--- src/rtl/tick_mon_pkg.sv ---
// Shared types and constants for the tick period monitor.
//   state_e : measurement FSM states (S_WAIT = awaiting first tick, S_MEAS = measuring)
//   MISS_W  : width of the missed-tick (timeout) counter
package tick_mon_pkg;

    typedef enum logic [0:0] {
        S_WAIT = 1'b0,
        S_MEAS = 1'b1
    } state_e;

    localparam int MISS_W = 8;

endpackage

--- src/rtl/tick_mon_sat_cnt.sv ---
// Saturating up-counter with synchronous clear.
// Ports:
//   clk    in  1  clock
//   rst    in  1  synchronous active-high reset
//   clr_i  in  1  synchronous clear (wins over inc_i)
//   inc_i  in  1  increment request; ignored once the count equals MAX
//   cnt_o  out W  current count (registered)
module tick_mon_sat_cnt
    import tick_mon_pkg::*;
#(
    parameter int W   = 8,
    parameter int MAX = 255
) (
    input  logic         clk,
    input  logic         rst,
    input  logic         clr_i,
    input  logic         inc_i,
    output logic [W-1:0] cnt_o
);

    localparam logic [W-1:0] MAX_V = W'(MAX);

    logic [W-1:0] cnt_q;
    logic [W-1:0] cnt_d;

    // next count: clear first, then increment unless already saturated
    always_comb begin
        cnt_d = cnt_q;
        if (clr_i) begin
            cnt_d = {W{1'b0}};
        end else if (inc_i && (cnt_q != MAX_V)) begin
            cnt_d = cnt_q + {{(W-1){1'b0}}, 1'b1};
        end else begin
            cnt_d = cnt_q;
        end
    end

    // count register
    always_ff @(posedge clk) begin
        if (rst) begin
            cnt_q <= {W{1'b0}};
        end else begin
            cnt_q <= cnt_d;
        end
    end

    assign cnt_o = cnt_q;

endmodule

--- src/rtl/tick_period_monitor.sv ---
// Receive-side checker for single-cycle enable strobes. Measures the number of
// clk cycles between successive strobes, reports each period, flags short,
// long and missing ticks, and asserts in_lock after LOCK_N consecutive
// in-tolerance periods.
// Optional feature: define TICK_MON_MINMAX_EN to track period_min/period_max;
// otherwise both outputs are tied to zero and no min/max registers exist.
// Ports:
//   clk         in  1       clock
//   rst         in  1       synchronous active-high reset
//   tick_in     in  1       strobe under test
//   clr         in  1       synchronous clear of flags, lock, miss_cnt, state
//   period_out  out CNT_W   last measured period in cycles
//   period_vld  out 1       one-cycle pulse when period_out updates
//   in_lock     out 1       LOCK_N consecutive good periods seen
//   err_short   out 1       sticky: a period below EXP_PERIOD-TOL
//   err_long    out 1       sticky: a period above EXP_PERIOD+TOL, or timeout
//   miss_cnt    out 8       saturating timeout count
//   period_min  out CNT_W   smallest period since clr (feature build only)
//   period_max  out CNT_W   largest period since clr (feature build only)
module tick_period_monitor
    import tick_mon_pkg::*;
#(
    parameter int EXP_PERIOD = 100_000_000,
    parameter int TOL        = 16,
    parameter int LOCK_N     = 2,
    parameter int CNT_W      = 28
) (
    input  logic              clk,
    input  logic              rst,
    input  logic              tick_in,
    input  logic              clr,
    output logic [CNT_W-1:0]  period_out,
    output logic              period_vld,
    output logic              in_lock,
    output logic              err_short,
    output logic              err_long,
    output logic [MISS_W-1:0] miss_cnt,
    output logic [CNT_W-1:0]  period_min,
    output logic [CNT_W-1:0]  period_max
);

    localparam int RUN_W = $clog2(LOCK_N + 1);
    localparam logic [CNT_W-1:0] LONG_LIM  = CNT_W'(EXP_PERIOD + TOL);
    localparam logic [CNT_W-1:0] SHORT_LIM = CNT_W'(EXP_PERIOD - TOL);
    localparam logic [RUN_W-1:0] LOCK_PRE  = RUN_W'(LOCK_N - 1);

    state_e           state_q, state_d;
    logic [CNT_W-1:0] cnt_q, cnt_d;
    logic [CNT_W-1:0] period_q, period_d;
    logic             vld_q, vld_d;
    logic             lock_q, lock_d;
    logic             es_q, es_d;
    logic             el_q, el_d;

    logic [CNT_W-1:0] period_s;
    logic             tick_meas_s;
    logic             timeout_s;
    logic             short_s;
    logic             long_s;
    logic             good_s;
    logic             run_clr_s;
    logic [RUN_W-1:0] run_cnt_s;

    // event decode; clr suppresses every event in its cycle
    always_comb begin
        period_s    = cnt_q + {{(CNT_W-1){1'b0}}, 1'b1};
        tick_meas_s = (state_q == S_MEAS) && tick_in && !clr;
        timeout_s   = (state_q == S_MEAS) && !tick_in && !clr && (cnt_q == LONG_LIM);
        short_s     = tick_meas_s && (period_s < SHORT_LIM);
        long_s      = tick_meas_s && (period_s > LONG_LIM);
        good_s      = tick_meas_s && !short_s && !long_s;
        run_clr_s   = clr || short_s || long_s || timeout_s;
    end

    // FSM, period counter, sticky flags and lock next-state
    always_comb begin
        state_d  = state_q;
        cnt_d    = cnt_q;
        period_d = period_q;
        vld_d    = 1'b0;
        lock_d   = lock_q;
        es_d     = es_q;
        el_d     = el_q;
        if (clr) begin
            state_d = S_WAIT;
            cnt_d   = {CNT_W{1'b0}};
            lock_d  = 1'b0;
            es_d    = 1'b0;
            el_d    = 1'b0;
        end else begin
            case (state_q)
                S_WAIT: begin
                    cnt_d = {CNT_W{1'b0}};
                    if (tick_in) begin
                        state_d = S_MEAS;
                    end else begin
                        state_d = S_WAIT;
                    end
                end
                S_MEAS: begin
                    if (tick_in) begin
                        // a tick in the timeout cycle still closes a (long) period
                        cnt_d    = {CNT_W{1'b0}};
                        period_d = period_s;
                        vld_d    = 1'b1;
                        if (short_s) begin
                            es_d   = 1'b1;
                            lock_d = 1'b0;
                        end else if (long_s) begin
                            el_d   = 1'b1;
                            lock_d = 1'b0;
                        end else if (run_cnt_s >= LOCK_PRE) begin
                            lock_d = 1'b1;
                        end else begin
                            lock_d = lock_q;
                        end
                    end else if (timeout_s) begin
                        state_d = S_WAIT;
                        cnt_d   = {CNT_W{1'b0}};
                        el_d    = 1'b1;
                        lock_d  = 1'b0;
                    end else begin
                        cnt_d = period_s;
                    end
                end
                default: begin
                    state_d = S_WAIT;
                    cnt_d   = {CNT_W{1'b0}};
                end
            endcase
        end
    end

    // state registers; clr is folded into the next-state logic
    always_ff @(posedge clk) begin
        if (rst) begin
            state_q  <= S_WAIT;
            cnt_q    <= {CNT_W{1'b0}};
            period_q <= {CNT_W{1'b0}};
            vld_q    <= 1'b0;
            lock_q   <= 1'b0;
            es_q     <= 1'b0;
            el_q     <= 1'b0;
        end else begin
            state_q  <= state_d;
            cnt_q    <= cnt_d;
            period_q <= period_d;
            vld_q    <= vld_d;
            lock_q   <= lock_d;
            es_q     <= es_d;
            el_q     <= el_d;
        end
    end

    tick_mon_sat_cnt #(
        .W   (RUN_W),
        .MAX (LOCK_N)
    ) u_run_cnt (
        .clk   (clk),
        .rst   (rst),
        .clr_i (run_clr_s),
        .inc_i (good_s),
        .cnt_o (run_cnt_s)
    );

    tick_mon_sat_cnt #(
        .W   (MISS_W),
        .MAX ((1 << MISS_W) - 1)
    ) u_miss_cnt (
        .clk   (clk),
        .rst   (rst),
        .clr_i (clr),
        .inc_i (timeout_s),
        .cnt_o (miss_cnt)
    );

`ifdef TICK_MON_MINMAX_EN
    logic [CNT_W-1:0] min_q;
    logic [CNT_W-1:0] max_q;

    // running extremes, updated alongside period_out
    always_ff @(posedge clk) begin
        if (rst || clr) begin
            min_q <= {CNT_W{1'b1}};
            max_q <= {CNT_W{1'b0}};
        end else if (tick_meas_s) begin
            if (period_s < min_q) begin
                min_q <= period_s;
            end
            if (period_s > max_q) begin
                max_q <= period_s;
            end
        end
    end

    assign period_min = min_q;
    assign period_max = max_q;
`else
    assign period_min = {CNT_W{1'b0}};
    assign period_max = {CNT_W{1'b0}};
`endif

    assign period_out = period_q;
    assign period_vld = vld_q;
    assign in_lock    = lock_q;
    assign err_short  = es_q;
    assign err_long   = el_q;

endmodule

--- config.mk ---
export PLATFORM = sky130hd
export DESIGN_NAME = tick_period_monitor
export DESIGN_NICKNAME = d
export VERILOG_FILES = /design/src/rtl/tick_mon_pkg.sv /design/src/rtl/tick_mon_sat_cnt.sv /design/src/rtl/tick_period_monitor.sv
export SDC_FILE = /design/constraint.sdc
export NUM_CORES = 1
export LEC_CHECK = 0
export CORE_MARGIN = 2
export CORE_UTILIZATION = 45
export DETAILED_ROUTE_END_ITERATION = 8
export HOLD_SLACK_MARGIN = 0.08
export PLACE_DENSITY_LB_ADDON = 0.2
export SLEW_MARGIN = 10
export SYNTH_ARGS = -nofsm -noshare
export SYNTH_HDL_FRONTEND = slang
export SYNTH_SLANG_ARGS = --single-unit
--- constraint.sdc ---
create_clock -name clk -period 2.98 [get_ports clk]
set_clock_uncertainty 0.2 [all_clocks]
set_input_delay 0.596 -clock clk [delete_from_list [all_inputs] [get_ports clk]]
set_output_delay 0.596 -clock clk [all_outputs]
set_load 0.02 [all_outputs]
==> results of run 1 <==
==> cells by family after synthesis <==
group | count (synthesis)
AND/OR/NAND/NOR | 199
buffers and inverters | 93
AO/OA/AOI/OAI | 74
flip-flops | 71
XOR/XNOR | 29
adder cells (fa/ha/maj) | 6
multiplexers | 3
other | 1
==> tightest hold or removal path, cell delays in order (launching register included) <==
cell                      delay, ps
sky130_fd_sc_hd__dfxtp_1        310
sky130_fd_sc_hd__nand2_1         50
sky130_fd_sc_hd__a21oi_1         50
==> layout by cell type, fill, tap and decap left out, types with 4 or more instances in the layout <==
cell,n
sky130_fd_sc_hd__or3_1,8
sky130_fd_sc_hd__nand2_1,14
sky130_fd_sc_hd__nand4_1,13
sky130_fd_sc_hd__and4_1,4
sky130_fd_sc_hd__xor2_1,13
sky130_fd_sc_hd__and2_1,5
sky130_fd_sc_hd__nor3_1,6
sky130_fd_sc_hd__buf_4,82
sky130_fd_sc_hd__clkdlybuf4s50_1,43
sky130_fd_sc_hd__inv_1,14
sky130_fd_sc_hd__a211oi_1,30
sky130_fd_sc_hd__o21ai_0,5
sky130_fd_sc_hd__nor4_1,7
sky130_fd_sc_hd__dfxtp_1,58
sky130_fd_sc_hd__dfxtp_2,10
sky130_fd_sc_hd__clkbuf_8,10
sky130_fd_sc_hd__a21oi_1,6
sky130_fd_sc_hd__nand3b_1,4
sky130_fd_sc_hd__nor2_1,86
sky130_fd_sc_hd__conb_1,56
sky130_fd_sc_hd__ha_1,5
sky130_fd_sc_hd__buf_6,5
sky130_fd_sc_hd__xnor2_1,14
sky130_fd_sc_hd__nand3_1,22
==> cell usage after synthesis, drive strengths merged, types with 2 or more instances <==
library cell	instances
nor2	87
dfxtp	71
buf	64
a211oi	31
nand3	24
clkbuf	15
nand4	15
xor2	15
inv	14
nand2	14
xnor2	14
nor4	10
or3	9
a21oi	8
nor3	7
o21ai	7
ha	6
a21boi	5
and2	5
and4	4
nand3b	4
or2	4
and3	3
mux2i	3
o21a	3
a31oi	2
nor2b	2
nor3b	2
nor4bb	2
o211ai	2
o32ai	2
o41ai	2
==> layout make-up <==
class / instances / area, µm²
clock inverter: 6 / 60.1
inverter: 14 / 52.6
timing repair buffer: 131 / 1120
fill: 776 / 3380
multi-input combinational: 367 / 2300
tap: 108 / 135
clock buffer: 10 / 138
sequential: 71 / 1450
==> where the power goes <==
group	switching, mW	leakage [nW]	internal [mW]
sequential	0.00549	0.581	0.955
clock	0.372	0.0981	0.405
combinational	0.106	1.30	0.0368
total	0.484	1.98	1.40
==> through the flow <==
stage / instances / setup WS (ps) / area, µm² / power [mW] / utilization [%]
6_report: 707 / -6.36 / 5260 / 1.88 / 60.9
2_1_floorplan: 531 / 4.26 / 4200 / 1.14 / -
3_3_place_gp: 675 / -11.9 / 4810 / 1.13 / 55.7
3_5_place_dp: 675 / -91.5 / 4810 / 1.13 / 55.7
4_1_cts: 697 / 0.0606 / 5080 / 1.89 / 58.8
5_1_grt: 707 / -174 / 5260 / 1.95 / 60.9
==> how the worst min path moves through the flow <==
stage,from,end,depth (start not counted)
global placement,period_out[1]$_SDFFE_PP0P_,period_out[1]$_SDFFE_PP0P_,2
floorplan,u_run_cnt.cnt_o[0]$_SDFFE_PP0P_,u_run_cnt.cnt_o[0]$_SDFFE_PP0P_,2
detailed placement,period_out[1]$_SDFFE_PP0P_,period_out[1]$_SDFFE_PP0P_,2
CTS,period_out[1]$_SDFFE_PP0P_,period_out[1]$_SDFFE_PP0P_,2
global route,period_out[1]$_SDFFE_PP0P_,period_out[1]$_SDFFE_PP0P_,2
finish,period_out[1]$_SDFFE_PP0P_,period_out[1]$_SDFFE_PP0P_,2
==> per-layer routing <==
| layer | share of wire, % | up-vias | track usage, % | wire (µm) |
|---|---|---|---|---|
| li1 | - | 1801 | - | - |
| met1 | 44 | 1726 | 26.8 | 4450 |
| met2 | 49 | 126 | 36.2 | 5020 |
| met3 | 5.5 | 17 | 3.29 | 560 |
| met4 | 1.8 | 0 | 7.26 | 185 |
| met5 | 0 | - | 0 | 0 |
==> state kept, by name, summed over array words and instances, names as in the netlist <==
register          cells
err_long              1
err_short             1
in_lock               1
period_vld            1
period_out           28
state_q               1
u_miss_cnt.cnt_o      8
cnt_q                28
u_run_cnt.cnt_o       2
==> repair_timing <==
item / in CTS / in global routing
gates resized for setup: 7 / 27
setup endpoints to repair: 3 / 7
pin swaps: 4 / 13
buffers inserted: 6 / 10
==> insert_results.sql, run 1 <==
INSERT INTO impl_metrics (metric_group, metric, value, unit) VALUES
('clock_network', 'clkTransAtPathRegs', '80', 'ps'),
('worst_setup_path', 'worst_r2r_startpoint', 'cnt_q[5]$_SDFF_PP0_', ''),
('routing', 'detail-route-antenna-nets', '0', ''),
('place', 'portBuffers', '43', ''),
('floorplan', 'die_outline_width', '98.0', 'µm'),
('clock_network', 'htree_num_levels', '3', ''),
('logic_synthesis', 'post_synth.cell_area_avg', '8.35', 'µm²'),
('finish', 'diodes', '0', ''),
('worst_setup_path', 'r2r_cells', '10', ''),
('floorplan', 'floorplan.die.height', '98.0', 'µm'),
('logic_synthesis', 'netlist.top_cell.by_area', 'sky130_fd_sc_hd__dfxtp_1', ''),
('worst_setup_path', 'crit_path_start', 'cnt_q[5]$_SDFF_PP0_', ''),
('clock_network', 'clkLatencyLatePin', '350', 'ps'),
('logic_synthesis', 'synth.ff_latch_count', '71', ''),
('clock_network', 'post_cts_hold_buffer_count', '0', ''),
('routing', 'initialDrtViolationCount', '181', ''),
('clock_network', 'cts_inserted_buffers', '9', ''),
('floorplan', 'design.die.area', '9600', 'µm²'),
('status', 'failed_checks', 'negative setup slack', ''),
('run', 'maxCapViolations', '0', ''),
('worst_setup_path', 'cpMaxStageDelayCell', 'sky130_fd_sc_hd__or4b_4', ''),
('timing', 'timing.final.setup_violations', '1', ''),
('global_routing', 'grt_antenna_before_repair', '0', ''),
('global_routing', 'grt_remaining_overflow', '0', ''),
('finish', 'layout-drive-gt1-share', '24.0', '%'),
('power_and_ir_drop', 'power.ir.vdd_worst', '0.000171', 'V'),
('floorplan', 'fp-row-count', '34', ''),
('worst_setup_path', 'cp_top_family', 'simple AND/OR/NAND/NOR gates', ''),
('worst_setup_path', 'timing.setup.critical_path_class', 'flop to flop', ''),
('timing', 'relative_max_transition_margin', '64.7', '%'),
('logic_synthesis', 'share_of_the_synthesized_area_in_compound_gates_ao_oa_aoi_oai', '13.7', '%'),
('logic_synthesis', 'yosys.area_share.simple', '27.1', '%'),
('global_routing', 'global_route.usage.total', '21.0', '%'),
('routing', 'postRouteWirelength', '10200', 'µm'),
('timing', 'worst_slack', '-6.36', 'ps'),
('clock_network', 'cts_max_path_buffers', '2', ''),
('finish', 'design.final.nets', '604', ''),
('timing', 'max_clock_freq', '335', 'MHz'),
('clock_network', 'tritoncts', 'yes', ''),
('global_routing', 'grt_pass1_wl', '16400', 'µm'),
('logic_synthesis', 'mappedNetlistArea', '3970', 'µm²'),
('power_and_ir_drop', 'powerDensity', '358', 'nW/µm²'),
('routing', 'drcViolationCount', '0', ''),
('routing', 'vias', '3670', ''),
('logic_synthesis', 'ys_async_sr_fraction', '0', '%'),
('worst_setup_path', 'setup.reg_to_reg.worst_slack', '-6', 'ps'),
('logic_synthesis', 'synth_edf_count', '0', ''),
('finish', 'syn2layout_area_growth', '32.3', '%'),
('timing', 'fin_crit_sh', '100', '%'),
('logic_synthesis', 'synth.top_cell.area_share', '35.8', '%'),
('worst_setup_path', 'cp_cell_sequence', 'nand4_4 -> nor4_4 -> nand4_1 -> xor2_2 -> or4b_4 -> o211ai_1 -> buf_4 -> a21boi_4 -> nor3b_1 -> o21ba_4', ''),
('timing', 'fin_crit', '2990', 'ps'),
('routing', 'vias_per_std_cell', '5.19', ''),
('worst_setup_path', 'r2r_end', 'u_run_cnt.cnt_o[1]$_SDFFE_PP0P_', ''),
('place', 'gp_congestion', '0.926', ''),
('logic_synthesis', 'synth_top_flop_cell', 'sky130_fd_sc_hd__dfxtp_1', ''),
('worst_setup_path', 'critPathArrivalTime', '3080', 'ps'),
('status', 'run_status', 'finished, violations left', ''),
('worst_setup_path', 'max_stage_delay', '500', 'ps'),
('worst_setup_path', 'worst_ep_required_time', '3080', 'ps'),
('logic_synthesis', 'post_synthesis_adder_cell_area_fraction', '1.89', '%'),
('worst_setup_path', 'crit_end', 'u_run_cnt.cnt_o[1]$_SDFFE_PP0P_', ''),
('worst_setup_path', 'buffer_and_inverter_count_on_the_worst_path', '1', ''),
('timing', 'worst_slew_pin_slew', '522', 'ps'),
('floorplan', 'floorplan.core_area', '8640', 'µm²'),
('timing', 'rsz0062_at_grt', 'yes', ''),
('timing', 'whs', '260', 'ps'),
('worst_setup_path', 'worstSetupPathDepth', '10', ''),
('logic_synthesis', 'synth_xor_area_share', '6.39', '%'),
('timing', 'final_hold_viol_count', '0', ''),
('worst_setup_path', 'cp-start-kind', 'flop', '');
Note: power is estimated with default switching activity, not from simulation.
==> run 2, diff against run 1 <==
CORE_MARGIN = default   (was 2)
CORE_UTILIZATION = 53   (was 45)
clock period = 3.8 ns   (was 2.98 ns; I/O delays follow)
==> run 2 against run 1 <==
Effect of this change: the flow now finishes without violations; register-to-register slack better by 280 ps; non-clock buffer count decreased by 83; die area fell by 18%.
==> insert_results.sql, run 2 (synthesis results as in run 1) <==
INSERT INTO impl_metrics (metric_group, metric, value, unit) VALUES
('status', 'run_status', 'finished, final reports clean', ''),
('floorplan', 'initial_core_util', '54.8', '%'),
('timing', 'fin_crit', '3530', 'ps'),
('worst_hold_path', 'worstHoldPathType', 'flop to flop', ''),
('finish', 'commonest_non_fill_non_tap_cells_in_the_layout', 'sky130_fd_sc_hd__nor2_1, sky130_fd_sc_hd__dfxtp_1, sky130_fd_sc_hd__conb_1', ''),
('power_and_ir_drop', 'power.leakage', '1.53', 'nW'),
('routing', 'vias', '3281', ''),
('timing', 'rsz0062_at_grt', 'no', ''),
('global_routing', 'maximum_number_of_pins_on_one_net_before_global_route_repair', '34', ''),
('floorplan', 'floorplan.die.height', '88.6', 'µm'),
('worst_setup_path', 'worst_r2r_startpoint', 'cnt_q[0]$_SDFF_PP0_', ''),
('timing', 'worst_slew_pin_slew', '649', 'ps'),
('routing', 'vias_per_std_cell', '5.33', ''),
('clock_network', 'post_cts.repair.setup_buffers', '0', ''),
('clock_network', 'cts_sinks', '71', ''),
('routing', 'detailedRoute.firstPassIterationCount', '4', ''),
('worst_hold_path', 'timing.hold.worst_endpoint', 'period_out[1]$_SDFFE_PP0P_', ''),
('finish', 'syn2layout_area_growth', '12.0', '%'),
('global_routing', 'grt_remaining_overflow', '0', ''),
('routing', 'initialDrtViolationCount', '215', ''),
('timing', 'final_max_slew_viol_count', '0', ''),
('run', 'maxCapViolations', '0', ''),
('finish', 'diodes', '0', ''),
('place', 'dpl.hpwl', '6310', 'µm'),
('worst_setup_path', 'crit_path_start', 'cnt_q[0]$_SDFF_PP0_', ''),
('worst_setup_path', 'setup.reg_to_reg.worst_slack', '270', 'ps'),
('global_routing', 'grt_pass1_wl', '13900', 'µm'),
('place', 'placedCellCount', '599', ''),
('finish', 'finalNonFillerCells', '615', ''),
('finish', 'layout.filler_cells', '668', ''),
('worst_setup_path', 'timing.setup.critical_path_class', 'flop to flop', ''),
('finish', 'seq_area', '1420', 'µm²'),
('clock_network', 'cts_repair_resize_count', '0', ''),
('floorplan', 'die_outline_width', '88.6', 'µm'),
('finish', 'layout-drive-gt1-share', '6.40', '%'),
('power_and_ir_drop', 'powerDensity', '316', 'nW/µm²'),
('worst_setup_path', 'cp-start-kind', 'flop', ''),
('clock_network', 'post_cts_hold_buffer_count', '0', ''),
('global_routing', 'global_route.usage.total', '23.0', '%'),
('clock_network', 'htree_num_levels', '3', ''),
('finish', 'most_common_cell_after_layout_fill_and_taps_aside', 'sky130_fd_sc_hd__nor2_1', ''),
('timing', 'relative_max_transition_margin', '56.4', '%'),
('clock_network', 'ctsRootBufferMaster', 'sky130_fd_sc_hd__clkbuf_8', ''),
('routing', 'routed_wire_length_per_instance', '13.9', 'µm'),
('worst_setup_path', 'critPathArrivalTime', '3620', 'ps'),
('timing', 'fin_crit_sh', '92.9', '%'),
('routing', 'postRouteWirelength', '8560', 'µm'),
('timing', 'max_clock_freq', '283', 'MHz'),
('routing', 'drcViolationCount', '0', ''),
('floorplan', 'design.die.area', '7850', 'µm²'),
('clock_network', 'tritoncts', 'yes', ''),
('global_routing', 'grt_antenna_before_repair', '0', ''),
('worst_setup_path', 'r2r_end', 'u_run_cnt.cnt_o[1]$_SDFFE_PP0P_', ''),
('timing', 'totalNegativeSetupSlack', '0', 'ps'),
('worst_setup_path', 'r2r_cells', '10', ''),
('floorplan', 'fp-row-count', '31', ''),
('place', 'gp_congestion', '0.930', ''),
('clock_network', 'cts_max_path_buffers', '2', ''),
('place', 'portBuffers', '43', ''),
('worst_setup_path', 'worst_ep_required_time', '3890', 'ps'),
('floorplan', 'floorplan.io_pins', '100', ''),
('worst_hold_path', 'whs_path_depth', '2', ''),
('worst_setup_path', 'end_kind', 'flop', ''),
('clock_network', 'clkTransAtPathRegs', '80', 'ps'),
('finish', 'design.final.nets', '521', ''),
('floorplan', 'floorplan.core_area', '7250', 'µm²'),
('worst_hold_path', 'hold_path.startpoint', 'period_out[1]$_SDFFE_PP0P_', ''),
('routing', 'detail-route-antenna-nets', '0', ''),
('timing', 'final_hold_viol_count', '0', ''),
('power_and_ir_drop', 'power.ir.vdd_worst', '0.000160', 'V'),
('finish', 'multiInputGateArea', '2200', 'µm²'),
('worst_setup_path', 'crit_path_max_fanout', '9', ''),
('clock_network', 'clkLatencyLatePin', '340', 'ps'),
('timing', 'timing.final.setup_violations', '0', ''),
('clock_network', 'cts_inserted_buffers', '9', ''),
('global_routing', 'via_count_of_the_first_global_routing_pass', '2870', '');
## run 2: changes by cell type in the layout (fill, tap and decap cells not counted), moves of 3 or more
cell / change
sky130_fd_sc_hd__buf_6: -5
sky130_fd_sc_hd__dfxtp_4: -3
sky130_fd_sc_hd__dfxtp_2: -10
sky130_fd_sc_hd__buf_4: -78
sky130_fd_sc_hd__dfxtp_1: +13
## run 2: critical path: stages (launching register included)
cell and delay [ps]:
sky130_fd_sc_hd__dfxtp_1 470, sky130_fd_sc_hd__ha_1 330, sky130_fd_sc_hd__nand4_2 300, sky130_fd_sc_hd__nor3_4 340, sky130_fd_sc_hd__nand4_1 150, sky130_fd_sc_hd__xor2_1 210, sky130_fd_sc_hd__or4b_4 560, sky130_fd_sc_hd__and4bb_1 310
sky130_fd_sc_hd__a311oi_1 60, sky130_fd_sc_hd__or3_4 350, sky130_fd_sc_hd__o21ba_1 210
## run 2: routing by layer
layer / up-vias / GRT usage, % / wire length [µm]
li1: 1632 / - / -
met1: 1521 / 30.7 / 4040
met2: 113 / 37.3 / 3970
met3: 15 / 4.48 / 417
met4: 0 / 8.06 / 130
met5: - / 0 / 0
## run 2: worst max path at each step
stage	end	slack [ps]	cells past startpoint
after CTS	u_run_cnt.cnt_o[1]$_SDFFE_PP0P_	210	10
after detailed placement	u_run_cnt.cnt_o[1]$_SDFFE_PP0P_	230	10
final	u_run_cnt.cnt_o[1]$_SDFFE_PP0P_	270	10
after global routing	u_run_cnt.cnt_o[0]$_SDFFE_PP0P_	20	10
after global placement	u_run_cnt.cnt_o[1]$_SDFFE_PP0P_	340	10
after floorplan	u_run_cnt.cnt_o[1]$_SDFFE_PP0P_	520	10
## run 2: power by group
group	switching, mW	total [mW]	leakage [nW]	internal (mW)
Clock	0.274	0.545	0.0894	0.271
Sequential	0.00448	0.756	0.573	0.752
Combinational	0.0808	0.106	0.866	0.0247
Total	0.360	1.41	1.53	1.05
## run 2: stage by stage
step / area (µm²) / worst slack [ps] / hold slack [ps] / total power, mW / util, %
5_1_grt: 4450 / 21.1 / 291 / 1.46 / 61.4
4_1_cts: 4450 / 207 / 268 / 1.42 / 61.4
3_3_place_gp: 4270 / 336 / 256 / 0.877 / 58.9
2_1_floorplan: 4180 / 525 / 253 / 0.897 / -
6_report: 4450 / 270 / 265 / 1.41 / 61.4
3_5_place_dp: 4270 / 228 / 258 / 0.878 / 58.9
## run 2: cell type report
class / count / share of cell area [%]
Multi-Input combinational cell: 367 / 49.3
Sequential cell: 71 / 31.9
Timing Repair Buffer: 48 / 10.8
Clock buffer: 13 / 3.57
Tap cell: 99 / 2.78
Inverter: 14 / 1.18
Clock inverter: 3 / 0.394
==> run 3, diff against run 2 <==
ABC_AREA = 1   (was default)
CORE_UTILIZATION = 54   (was 53)
REMOVE_ABC_BUFFERS = 1   (was default)
SYNTH_HIERARCHICAL = 1   (was default)
==> run 3 against run 2 <==
Effect of this change: clock-buffer cell count fell by 2; sequential power barely moved; worst setup slack gained 610 ps; first-iteration DRC count fell by 23%; sequential share of layout area is 1.2 points lower; synthesized cell count grew 29%; via count increased by 12%; combinational power increased by 6%; power is 0.15% higher; synthesized area grew 3.5%; critical path depth grew 3; fmax rose by 21%; largest cell class unchanged.
==> insert_results.sql, run 3 <==
INSERT INTO impl_metrics (metric_group, metric, value, unit) VALUES
('finish', 'design.final.nets', '667', ''),
('clock_network', 'cts_max_path_buffers', '2', ''),
('worst_hold_path', 'timing.hold.worst_endpoint', 'err_short$_SDFFE_PP0P_', ''),
('logic_synthesis', 'netlist.top_cell.by_area', 'sky130_fd_sc_hd__dfxtp_1', ''),
('power_and_ir_drop', 'clock_power_share', '38.4', '%'),
('routing', 'detailedRoute.firstPassIterationCount', '5', ''),
('power_and_ir_drop', 'power.internal', '1.03', 'mW'),
('logic_synthesis', 'yosys-top-cells-count', 'sky130_fd_sc_hd__nand2_1, sky130_fd_sc_hd__nor2_1, sky130_fd_sc_hd__inv_1, sky130_fd_sc_hd__dfxtp_1, sky130_fd_sc_hd__buf_4', ''),
('worst_setup_path', 'critical_path.most_common_cell', 'sky130_fd_sc_hd__nand4_1', ''),
('floorplan', 'design.die.area', '7960', 'µm²'),
('finish', 'multiInputGateArea', '2120', 'µm²'),
('global_routing', 'grt_pass1_wl', '14600', 'µm'),
('clock_network', 'cts_inserted_buffers', '9', ''),
('timing', 'whs', '279', 'ps'),
('floorplan', 'floorplan.die.height', '89.2', 'µm'),
('worst_hold_path', 'whs_path_depth', '2', ''),
('floorplan', 'fp-row-count', '31', ''),
('finish', 'seq_area', '1420', 'µm²'),
('worst_setup_path', 'critPathArrivalTime', '3010', 'ps'),
('worst_setup_path', 'cp_top_family', 'simple AND/OR/NAND/NOR gates', ''),
('worst_setup_path', 'r2r_cells', '13', ''),
('logic_synthesis', 'synth.top_cells.by_area', 'sky130_fd_sc_hd__dfxtp_1, sky130_fd_sc_hd__nand2_1, sky130_fd_sc_hd__buf_4, sky130_fd_sc_hd__nor2_1, sky130_fd_sc_hd__inv_1', ''),
('place', 'gp_congestion', '0.893', ''),
('logic_synthesis', 'synth.ff_latch_count', '71', ''),
('worst_setup_path', 'setup.reg_to_reg.worst_slack', '880', 'ps'),
('power_and_ir_drop', 'power.ir.vdd_worst', '0.000224', 'V'),
('logic_synthesis', 'synth.top_cell.area_share', '34.6', '%'),
('timing', 'timing.final.setup_violations', '0', ''),
('finish', 'commonest_non_fill_non_tap_cells_in_the_layout', 'sky130_fd_sc_hd__nand2_1, sky130_fd_sc_hd__nor2_1, sky130_fd_sc_hd__inv_1', ''),
('clock_network', 'htree_num_levels', '3', ''),
('power_and_ir_drop', 'combinationalPowerShare', '7.9', '%'),
('finish', 'most_common_cell_after_layout_fill_and_taps_aside', 'sky130_fd_sc_hd__nand2_1', ''),
('logic_synthesis', 'synth-seq-area-share', '34.6', '%'),
('worst_setup_path', 'cpMaxStageDelayCell', 'sky130_fd_sc_hd__dfxtp_1', ''),
('place', 'portBuffers', '43', ''),
('worst_setup_path', 'max_stage_delay', '470', 'ps'),
('clock_network', 'ctsRootBufferMaster', 'sky130_fd_sc_hd__clkbuf_8', ''),
('routing', 'initialDrtViolationCount', '165', ''),
('floorplan', 'floorplan.io_pins', '100', ''),
('routing', 'vias_per_std_cell', '4.81', ''),
('logic_synthesis', 'synth_edf_count', '0', ''),
('routing', 'postRouteWirelength', '9070', 'µm'),
('logic_synthesis', 'yosysUniqueCellTypes', '32', ''),
('routing', 'detail-route-antenna-nets', '0', ''),
('worst_setup_path', 'r2r_end', 'u_run_cnt/cnt_o[0]$_SDFFE_PP0P_', ''),
('timing', 'worst_slew_pin_slew', '803', 'ps'),
('floorplan', 'die_outline_width', '89.2', 'µm'),
('finish', 'syn2layout_area_growth', '12.5', '%'),
('finish', 'layout.filler_cells', '667', ''),
('floorplan', 'initial_core_util', '56.4', '%'),
('timing', 'max_clock_freq', '342', 'MHz'),
('logic_synthesis', 'netlist_instances', '612', ''),
('floorplan', 'floorplan.core_area', '7290', 'µm²'),
('worst_setup_path', 'worst_r2r_startpoint', 'cnt_q[0]$_SDFF_PP0_', ''),
('power_and_ir_drop', 'seqPwrFrac', '53.7', '%'),
('worst_setup_path', 'buffer_and_inverter_count_on_the_worst_path', '0', ''),
('clock_network', 'post_cts.repair.setup_buffers', '0', ''),
('global_routing', 'maximum_number_of_pins_on_one_net_before_global_route_repair', '35', ''),
('clock_network', 'tritoncts', 'yes', ''),
('worst_setup_path', 'timing.setup.critical_path_class', 'flop to flop', ''),
('place', 'dpl.hpwl', '6920', 'µm'),
('power_and_ir_drop', 'switching_portion_of_total_power', '26.8', '%'),
('global_routing', 'grt_antenna_before_repair', '0', ''),
('timing', 'totalNegativeSetupSlack', '0', 'ps'),
('finish', 'diodes', '0', ''),
('timing', 'final_max_slew_viol_count', '0', ''),
('timing', 'relative_max_transition_margin', '46.4', '%'),
('clock_network', 'cts_sinks', '71', ''),
('routing', 'routed_wire_length_per_instance', '11.9', 'µm'),
('timing', 'rsz0062_at_grt', 'no', ''),
('timing', 'final_hold_viol_count', '0', ''),
('logic_synthesis', 'mappedNetlistArea', '4110', 'µm²'),
('global_routing', 'global_route.usage.total', '24.1', '%'),
('global_routing', 'grt_remaining_overflow', '0', ''),
('worst_setup_path', 'crit_path_max_fanout', '6', ''),
('timing', 'fin_crit', '2920', 'ps'),
('power_and_ir_drop', 'powerDensity', '305', 'nW/µm²'),
('clock_network', 'post_cts_hold_buffer_count', '0', ''),
('finish', 'layout-drive-gt1-share', '8.45', '%'),
('logic_synthesis', 'synth_top_flop_cell', 'sky130_fd_sc_hd__dfxtp_1', ''),
('logic_synthesis', 'leading_cell_type_by_number_of_instances_after_synthesis', 'sky130_fd_sc_hd__nand2_1', ''),
('clock_network', 'cts_repair_resize_count', '0', ''),
('logic_synthesis', 'ys_async_sr_fraction', '0', '%'),
('power_and_ir_drop', 'power_switching', '0.378', 'mW'),
('worst_hold_path', 'worstHoldPathType', 'flop to flop', ''),
('worst_setup_path', 'worst_ep_required_time', '3880', 'ps'),
('status', 'run_status', 'finished, final reports clean', ''),
('worst_setup_path', 'cp_cell_sequence', 'ha_1 -> nand3_2 -> nor2_1 -> nand4_1 -> nand2_1 -> nand4_1 -> nor2_2 -> nand3_1 -> nand4_1 -> nand3_1 -> nor2_2 -> nand2_1 -> nor2_1', ''),
('power_and_ir_drop', 'power.leakage', '1.90', 'nW'),
('clock_network', 'clkLatencyLatePin', '340', 'ps'),
('logic_synthesis', 'post_synth.cell_area_avg', '6.72', 'µm²'),
('routing', 'vias', '3662', ''),
('worst_setup_path', 'end_kind', 'flop', ''),
('routing', 'drcViolationCount', '0', ''),
('clock_network', 'clkTransAtPathRegs', '70', 'ps'),
('worst_hold_path', 'hold_path.startpoint', 'err_short$_SDFFE_PP0P_', ''),
('logic_synthesis', 'synth_warnings', '6', ''),
('run', 'maxCapViolations', '0', ''),
('worst_setup_path', 'cp-start-kind', 'flop', ''),
('global_routing', 'via_count_of_the_first_global_routing_pass', '3181', ''),
('timing', 'fin_crit_sh', '77.0', '%');
## run 3: cell count changes after synthesis, moves of 9 or more
cell,change
sky130_fd_sc_hd__a21oi_1,+11
sky130_fd_sc_hd__nor2_1,+14
sky130_fd_sc_hd__nand3_1,+13
sky130_fd_sc_hd__o211ai_1,+18
sky130_fd_sc_hd__o21ai_0,+9
sky130_fd_sc_hd__nand2_2,+10
sky130_fd_sc_hd__a211oi_1,-29
sky130_fd_sc_hd__inv_1,+66
sky130_fd_sc_hd__xnor2_1,-13
sky130_fd_sc_hd__nand2_1,+120
## run 3: kinds of logic (layout without fill, tap and decap cells)
kind of cell               Yosys count  count (layout)  share of synthesized area, %
AOI/OAI and AO/OA                   56              56                          8.28
xor gates and xnor gates            10              10                          2.13
adders and majority gates            5               5                          1.52
buffers and inverters              152             148                          19.1
DFF                                 71              71                          34.6
other                                1              56                        0.0912
and+or+nand+nor                    317             317                          34.3
## run 3: worst register-to-register path, delay by kind of cell, from the launching register on
family	cells	cell delay [ps]
simple gates	12	1880
flops	1	470
fa+ha+maj	1	320
## run 3: how the worst max path moves through the flow
stage,from,end,cells past startpoint
3_5_place_dp,tick_in,in_lock$_SDFFE_PP0P_,13
5_1_grt,cnt_q[0]$_SDFF_PP0_,u_run_cnt/cnt_o[1]$_SDFFE_PP0P_,15
2_1_floorplan,clr,in_lock$_SDFFE_PP0P_,6
3_3_place_gp,tick_in,cnt_q[5]$_SDFF_PP0_,11
4_1_cts,cnt_q[0]$_SDFF_PP0_,u_run_cnt/cnt_o[1]$_SDFFE_PP0P_,15
6_report,cnt_q[0]$_SDFF_PP0_,u_run_cnt/cnt_o[0]$_SDFFE_PP0P_,13
## run 3: cell type report
cell class	instances	share of cell area, %
timing repair buffer	47	9.96
inverter	85	6.93
sequential	71	30.7
multi-input combinational	444	45.9
clock buffer	11	3.06
tap	99	2.68
clock inverter	5	0.731
## run 3: power by group through the flow
stage,registers [mW],clock network [mW],logic (mW)
after detailed placement,0.774,0,0.111
after floorplan,0.783,0,0.0728
after CTS,0.757,0.550,0.111
after global routing,0.757,0.581,0.125
final,0.756,0.541,0.112
after global placement,0.774,0,0.109
## run 3: per-layer routing
layer / track usage, % / wire (µm) / vias up
met5: 0 / 0 / -
met4: 6.78 / 125 / 0
met3: 4.52 / 455 / 11
met2: 40.0 / 4210 / 110
met1: 32.1 / 4280 / 1655
li1: - / - / 1886
## run 3: per-stage QoR
step / setup WS [ps] / cell area [µm²] / cells / power, mW / util [%]
global route: 581 / 4620 / 762 / 1.46 / 63.4
detailed placement: 709 / 4450 / 746 / 0.885 / 61.0
finish: 876 / 4620 / 762 / 1.41 / 63.4
global placement: 863 / 4450 / 746 / 0.883 / 61.0
floorplan: -979 / 3850 / 600 / 0.856 / -
CTS: 885 / 4620 / 762 / 1.42 / 63.4
